`config.mk`:
```
export PLATFORM = sky130hd
export DESIGN_NAME = riscv_data_mem
export DESIGN_NICKNAME = d
export VERILOG_FILES = /design/src/rtl/riscv_data_mem.sv
export SDC_FILE = /design/constraint.sdc
export NUM_CORES = 2
export LEC_CHECK = 0
export CAP_MARGIN = 25
export CORE_UTILIZATION = 45
export CTS_CLUSTER_SIZE = 40
export DETAILED_ROUTE_END_ITERATION = 10
export SLEW_MARGIN = 25
export SYNTH_ARGS = -nofsm -noshare
export SYNTH_HDL_FRONTEND = slang
export SYNTH_SLANG_ARGS = --single-unit
```
`constraint.sdc`:
```
create_clock -name clk -period 7.5 [get_ports clk]
set_input_delay 1.5 -clock clk [delete_from_list [all_inputs] [get_ports clk]]
set_output_delay 1.5 -clock clk [all_outputs]
set_load 0.01 [all_outputs]
```
`src/rtl/riscv_data_mem.sv`:
```
// Data-side responder for the single-cycle RISC-V core.
// Word RAM with sized load/store formatting plus timer/LED MMIO window.
module riscv_data_mem #(
    parameter int unsigned DEPTH_WORDS = 64,
    parameter logic [31:0] MMIO_BASE   = 32'h0000_0400
) (
    input  logic        clk,
    input  logic        reset,
    input  logic        MemWrite,
    input  logic [2:0]  funct3,
    input  logic [31:0] Mem_WrAddr,
    input  logic [31:0] Mem_WrData,
    output logic [31:0] ReadData,
    output logic        misaligned,
    output logic [7:0]  led,
    output logic        timer_irq
);

    localparam int unsigned AW        = $clog2(DEPTH_WORDS);
    localparam logic [31:0] RAM_BYTES = 32'(DEPTH_WORDS * 4);
    localparam logic [31:0] A_LO      = MMIO_BASE;
    localparam logic [31:0] A_HI      = MMIO_BASE + 32'd4;
    localparam logic [31:0] A_CMP     = MMIO_BASE + 32'd8;
    localparam logic [31:0] A_STAT    = MMIO_BASE + 32'd12;
    localparam logic [31:0] A_LED     = MMIO_BASE + 32'd16;

    logic [31:0]   r_mem [DEPTH_WORDS];
    logic [63:0]   r_mtime;
    logic [31:0]   r_mtimecmp;
    logic [7:0]    r_led;
    logic          r_irq;

    logic          w_is_ram;
    logic [AW-1:0] w_ram_idx;
    logic          w_sel_lo;
    logic          w_sel_hi;
    logic          w_sel_cmp;
    logic          w_sel_stat;
    logic          w_sel_led;
    logic          w_is_half;
    logic          w_is_word;
    logic          w_store;
    logic          w_mmio_we;
    logic [31:0]   w_word;
    logic [7:0]    w_byte;
    logic [15:0]   w_half;
    logic [3:0]    w_be;
    logic [31:0]   w_wdata;

    assign w_is_ram   = Mem_WrAddr < RAM_BYTES;
    assign w_ram_idx  = Mem_WrAddr[AW+1:2];
    assign w_sel_lo   = Mem_WrAddr[31:2] == A_LO[31:2];
    assign w_sel_hi   = Mem_WrAddr[31:2] == A_HI[31:2];
    assign w_sel_cmp  = Mem_WrAddr[31:2] == A_CMP[31:2];
    assign w_sel_stat = Mem_WrAddr[31:2] == A_STAT[31:2];
    assign w_sel_led  = Mem_WrAddr[31:2] == A_LED[31:2];

    assign w_is_half  = funct3[1:0] == 2'b01;
    assign w_is_word  = funct3 == 3'b010;
    assign misaligned = (w_is_half && Mem_WrAddr[0])
                     || (w_is_word && (Mem_WrAddr[1:0] != 2'b00));

    // Stores presented while reset is held are dropped.
    assign w_store   = MemWrite && !misaligned && !reset;
    assign w_mmio_we = w_store && w_is_word;

    always_comb begin
        w_word = '0;
        if (w_is_ram)        w_word = r_mem[w_ram_idx];
        else if (w_sel_lo)   w_word = r_mtime[31:0];
        else if (w_sel_hi)   w_word = r_mtime[63:32];
        else if (w_sel_cmp)  w_word = r_mtimecmp;
        else if (w_sel_stat) w_word = {31'd0, r_irq};
        else if (w_sel_led)  w_word = {24'd0, r_led};
    end

    always_comb begin
        w_byte = w_word[7:0];
        case (Mem_WrAddr[1:0])
            2'd1:    w_byte = w_word[15:8];
            2'd2:    w_byte = w_word[23:16];
            2'd3:    w_byte = w_word[31:24];
            default: w_byte = w_word[7:0];
        endcase
    end

    assign w_half = Mem_WrAddr[1] ? w_word[31:16] : w_word[15:0];

    always_comb begin
        ReadData = '0;
        if (!misaligned) begin
            case (funct3)
                3'b000:  ReadData = {{24{w_byte[7]}}, w_byte};
                3'b001:  ReadData = {{16{w_half[15]}}, w_half};
                3'b010:  ReadData = w_word;
                3'b100:  ReadData = {24'd0, w_byte};
                3'b101:  ReadData = {16'd0, w_half};
                default: ReadData = '0;
            endcase
        end
    end

    always_comb begin
        w_be    = 4'b0000;
        w_wdata = Mem_WrData;
        case (funct3)
            3'b000: begin
                w_be    = 4'b0001 << Mem_WrAddr[1:0];
                w_wdata = {4{Mem_WrData[7:0]}};
            end
            3'b001: begin
                w_be    = Mem_WrAddr[1] ? 4'b1100 : 4'b0011;
                w_wdata = {2{Mem_WrData[15:0]}};
            end
            3'b010: w_be = 4'b1111;
            default: w_be = 4'b0000;
        endcase
    end

    always_ff @(posedge clk) begin
        if (w_store && w_is_ram) begin
            for (int b = 0; b < 4; b++) begin
                if (w_be[b]) r_mem[w_ram_idx][8*b +: 8] <= w_wdata[8*b +: 8];
            end
        end
    end

    always_ff @(posedge clk or posedge reset) begin
        if (reset) begin
            r_mtime    <= '0;
            r_mtimecmp <= 32'hFFFF_FFFF;
            r_led      <= '0;
            r_irq      <= 1'b0;
        end else begin
            if (w_mmio_we && w_sel_lo)
                r_mtime <= {r_mtime[63:32], Mem_WrData};
            else if (w_mmio_we && w_sel_hi)
                r_mtime <= {Mem_WrData, r_mtime[31:0]};
            else
                r_mtime <= r_mtime + 64'd1;

            if (w_mmio_we && w_sel_cmp) r_mtimecmp <= Mem_WrData;
            if (w_mmio_we && w_sel_led) r_led      <= Mem_WrData[7:0];

            // A compare match outranks a simultaneous W1C.
            if (r_mtime[31:0] == r_mtimecmp)
                r_irq <= 1'b1;
            else if (w_mmio_we && w_sel_stat && Mem_WrData[0])
                r_irq <= 1'b0;
        end
    end

    assign led       = r_led;
    assign timer_irq = r_irq;

endmodule

```
---- After elaboration in Yosys (flattened, before gate mapping) ----
Memories as Yosys holds them, arrays and structs flattened.
Index checks and enable logic that the tools add are counted.
W data, S select, Z words.
word-level totals
  memory bits (writable) .................. 2048
  bits in registers ....................... 105
  memories ................................ 1
  output and inout bits ................... 42
  logic and storage cells ................. 71
  input port bits ......................... 70
memory list
  memory  depth  bits a word  read ports  clocked after memory_dff  write ports  line  source
  r_mem   64     32           1           0                         1            27    logic [31:0] r_mem [DEPTH_WORDS];
cells by class
  multiplexer cells ....................... 29
  eq/ne operators ......................... 15
  reductions and logical operators ........ 18
  $add $sub $neg .......................... 1
  magnitude comparators ................... 1
  shift operators ......................... 1
operators with widths
  kind                     count
  $mux W32                 6
  $pmux W32 S5             1
  $eq A30 B9 Y1 const B    5
  $add A64 B1 Y64 const B  1
  $mux W64                 1
  $pmux W32 S2             1
  $eq A32 B32 Y1           1
  $lt A32 B9 Y1 const B    1
  $pmux W8 S3              1
  $mux W16                 1
  $mux W8                  2
  $mux W1                  14
  $logic_and A1 B1 Y1      12
  $pmux W4 S3              1
  $eq A3 B3 Y1 const B     2
  $eq A2 B1 Y1 const B     2
  $eq A2 B2 Y1 const B     2
  $mux W4                  1
  $reduce_bool A2 Y1       2
  $shl A1 B2 Y4 const A    1
  $eq A3 B1 Y1 const B     1
  $eq A3 B2 Y1 const B     1
  $logic_not A3 Y1         1
  $logic_not A1 Y1         2
  other kinds (2)          2

---- Longest topological paths before layout ----
  depth after elaboration ................. 11
  mapped depth ............................ 17
  gate-level depth less buffers ........... 10

---- Worst setup path before layout ----
Ideal clock, no wire load.
  path kind ............................... input-to-reg
  start point ............................. input reset
  end point ............................... memory r_mem[10][10] (enable)
  cell stages on the path ................. 6
  buffers on the path ..................... 1
  data arrival time ....................... 5888 ps
  data required time ...................... 7130 ps
  slack ................................... 1242 ps
  cell sequence ........................... inv_1 > nand4_1 > a2111oi_0 > o21ai_1 > clkbuf_1 > nor2_1
between the ends
  word-level cells in the longest chain between the ends .. 5
ends and longest elaborated chain
  what                               line  source
  start, declared                    8     input logic reset,
  $logic_not A1 Y1 (no source line)  -
  $logic_and A1 B1 Y1                64    assign w_store = MemWrite && !misaligned && !reset;
  $logic_and A1 B1 Y1                121   if (w_store && w_is_ram) begin
  $mux W1                            121
  $mux W1 (implied by the code)      123   if (w_be[b]) r_mem[w_ram_idx][8*b +: 8] <= w_wdata[8*b +: 8];
  end, declared                      27
No other way between the ends.

---- Worst setup path in the final report ----
  start point ............................. input Mem_WrAddr[6]
  end point ............................... output ReadData[0]
between the ends
  word-level cells in the longest chain between the ends .. 10
  elaborated cells between the ends (all ways) .. 17
  those cells by class .................... order compare (1); eq/ne (5); mux (10); memory (1)
ends and longest elaborated chain
  what                                     line    source
  start, declared                          11      input logic [31:0] Mem_WrAddr,
  $eq A30 B9 Y1                            56      assign w_sel_led = Mem_WrAddr[31:2] == A_LED[31:2];
  $mux W8                                  74      else if (w_sel_led) w_word = {24'd0, r_led};
  $mux W8                                  73      else if (w_sel_stat) w_word = {31'd0, r_irq};
  $mux W32                                 72      else if (w_sel_cmp) w_word = r_mtimecmp;
  $mux W32                                 71      else if (w_sel_hi) w_word = r_mtime[63:32];
  $mux W32                                 70      else if (w_sel_lo) w_word = r_mtime[31:0];
  $mux W32 *                               69      if (w_is_ram) w_word = r_mem[w_ram_idx];
  $pmux W8 S3 or $mux W16 (tied branches)  79, 87
  $pmux W32 S5 *                           92      case (funct3)
  $mux W32 *                               91      if (!misaligned) begin
  end, declared                            13      output logic [31:0] ReadData,
Every way passes the cells marked *; elsewhere a longest branch is shown, timed or not.

==> metrics list <==
- Drt total wl: 321900 um
- RSZ-0062 raised after global routing: false
- Wirelength per Cell: around 39 um
- Setup violations remaining at the end of the flow were counted as 0.
* Mean post-synth cell area: about 16 um^2
* Pin count of the biggest net entering global routing: 73
* Count of hold-fix buffers inserted at cts: 0
* Number of global-route vias before repair: between 50000 and 60000
- Once detail routing completed, the nets flagged for antenna violations numbered 0.
- edfxtp_1 takes more of the synthesized area than any other cell.
* Share of post-route cells with drive strength above 1: 19.24%
- Core outline area: about 190000 um^2
* Worst endpoint data arrival time: 5.99 ns
- Finished Cell Area: 99140 um^2
- Via count: 56272
- Maximum level of the CTS H-tree: 4
- Global routing used between 30% and 40% of the available tracks.
- Dominant synthesized flop cell: edfxtp_1
- In the routed design, unresolved DRC markers number 0.
* Final-report hold violation count: 0
- The worst hold path belongs to the class flop to flop.
- Number of DRC markers after the initial detailed-route iteration: 10141
* Worst min-delay path startpoint: led[0]
- Commonest cells after routing, fill and taps aside: edfxtp_1, nor2_1, o22ai_1
- Worst ir drop on vdd: 0.2719 mV
- Share of flip-flops with an asynchronous set or reset after synthesis: 4.877%
- Number of unique standard cell types used by synthesis: just over 90
- When the netlist entered floorplanning its net count stood at approximately 5400.
* Number of optimization iterations in the first detailed-route pass: 8
- Root Buffer Master: clkbuf_16
- Counting instances, the worst hold path has a depth of 1.
- EDFF count, synth: 2048
- In this run the worst setup path begins at Mem_WrAddr[6].
- The worst setup path is of the primary input to output port kind.
* Worst slew pin tran: between 1 and 1.5 ns
- In this run the biggest area consumer among cell types represents between 70% and 80% of the synthesized area.
- Number of antenna violations at the first check in global routing: 19
- Synthesis inferred ~2200 register bits.
* Final Cycle Share: between 90% and 100%
* Number of violations of the max-capacitance limit: 0
- At the end of the flow the core is filled with cells to a little over half.
- In this run the critical register-to-register path is launched from r_mtime[11].
- Counting every sink on the clock net gives about 2200.
- For the worst flop-to-flop path, the logic depth is 9.
* Die extent in x: ~440 um
- Netlist area before placement: just under 90000 um^2
* Die extent in y: approximately 440 um
* Maximum clock frequency: about 0.13 GHz
- Final slew viol count: 0
* Net count, final: 5708
* Post-CTS setup-driven buffer insertion count: 0
- Data required, critical path: around 6 ns
- In this run the cell area measured after placement is 92230 um^2.
- In this run the core area contains 160 standard-cell rows.
- In this run, CTS created clock tree buffers numbering around 210.
- The floorplan step defined a die boundary enclosing just under 200000 um^2.
- Synthesized instance count: approximately 5400
* Global-route wire length before repair: around 440000 um
- Ranked by total cell area, the synthesized netlist is headed by edfxtp_1, mux4_2, o22ai_1.
- Overflow left after global routing: 0
* Maximum buffer depth of the clock tree: 3
- Clock edge transition at the registers on the reported setup and hold paths: about 0.06 ns
- Most common cell after layout, fill and taps aside: edfxtp_1
* Normalized max-slew margin: 17.78%
- Yosys synthesis warning count: 0
- For the worst-skew pair, the clock arrives at the later sink with an insertion delay of 0.89 ns.
* CTS tree: done
- In the routed layout, each cell is associated on average with a via count of 6.750.
* Total half-perimeter wirelength after legalization and detailed placement: 209800 um
- At the end of routability-driven placement, the weighted congestion stood at between 1 and 1.5.
- Once the floorplan was initialized, standard cells occupied 45.41% of the core.
- CP endpoint kind: output port
- Worst setup SP type: primary input
- Min cycle time layout: 7.490 ns
- During I/O placement, the number of pins put on the boundary was 112.
- Port Buf Inserts: between 100 and 150
- Result of the run: complete, no violations
- Peak fanout along the critical path: 15
- Area overhead of the layout relative to synthesis: 14.56%
* Sequential-to-total area share from yosys stat: between 70% and 80%
- In this run the static leakage power is between 0.03 and 0.04 uW.
- Clock skew on the completed layout was measured at between 0.01 and 0.015 ns.
- Power density over cell area: about 260 nW/um^2
-- cell usage after synthesis, drive strengths merged, types with 8 or more instances --
cell,number
a221o,10
a222oi,14
a41o,8
nor2,450
buf,208
o22a,20
o221ai,168
a31oi,17
a21oi,240
xor2,41
a211oi,28
a22oi,53
o211ai,11
inv,22
a22o,12
nand3,58
or3,11
or2,9
and2,10
nor2b,19
nor3,41
o31ai,17
a221oi,32
or4,12
o41ai,9
xnor2,8
mux4,139
clkbuf,171
o21ai,171
dfstp,32
o22ai,393
dfrtp,73
nand2,276
edfxtp,2048
nand2b,18
nor4,43
nand4,25
and3,12
mux2,219
a2bb2oi,14
mux2i,132
-- stage by stage --
step	instances	TNS [ns]	power, uW	hold slack, ns	setup slack [ns]
finish	8336	0	25390	0.5452	0.009873
global route	8329	0	25860	0.5789	0.02688
CTS	8326	0	25380	0.5491	0.07331
detailed placement	7932	0	15010	0.5351	0.01949
global placement	7929	-2.802	14990	0.5191	-0.1850
floorplan	5368	0	14200	0.4708	1.242
-- logic make-up after synthesis --
kind of cell	count (synthesis)	share of synthesized area, %
AND/OR/NAND/NOR	1008	5.167
adder cells (fa/ha/maj)	1	0.01446
XOR/XNOR	49	0.4959
buffers and inverters	401	2.368
multiplexers	490	7.993
AO/OA/AOI/OAI	1266	9.818
flip-flops	2153	74.14
-- cell type report --
class,count,area (um^2)
fillers,15494,91440
flip-flops and latches,2153,64170
multi-input cells,2814,20740
clock buffers,266,5539
repair buffers,433,4174
well taps,2511,3142
clock inverters,128,1266
inverters,22,92.59
diodes,9,22.52
-- worst paths after layout --
kind                               end  slack (ns)
setup / recovery           ReadData[0]        0.01
hold / removal                  led[0]        0.55
setup reg to reg           r_mtime[54]        3.96
hold reg to reg                 led[0]        0.55
max in group asynchronous  r_mtime[60]        5.36
min in group asynchronous       led[3]        1.01
-- flip-flops by register name (all words and copies together) (netlist names) --
signal,flops
r_mem,2048
r_mtime,64
r_mtimecmp,32
led,8
timer_irq,1
-- worst max-delay path: stages --
cell and delay [ns]:
clkdlybuf4s50_1 0.46, buf_4 0.31, nor2b_1 0.67, nand2_1 0.17
buf_4 0.28, o22ai_1 0.47, nor3_1 0.13, buf_4 0.16
a31oi_1 0.45, nor3_1 0.10, a221oi_1 0.62, nor2_1 0.11
clkdlybuf4s50_1 0.51
-- where the power goes --
part	internal [uW]	switching [uW]	leakage (uW)	total, uW
registers	13200	0.00123	0.0197	13200
logic	440	1140	0.00855	1580
clock network	5900	4680	0.00330	10600
total	19600	5830	0.0316	25400
-- routing by layer --
| layer | track usage, % | vias to the layer above | share of wire [%] |
|---|---|---|---|
| li1 | - | 22174 | - |
| met1 | 45.52 | 28944 | 38 |
| met2 | 47.26 | 4284 | 43 |
| met3 | 8.788 | 840 | 13 |
| met4 | 16.52 | 30 | 5.8 |
| met5 | 0 | - | 0.070 |
-- repair_timing --
item	4_1_cts	5_1_grt
setup endpoints to repair	1	5
gates cloned	0	0
resized for setup	1	5
pin swaps	0	1
(Power assumes the default switching activity.)
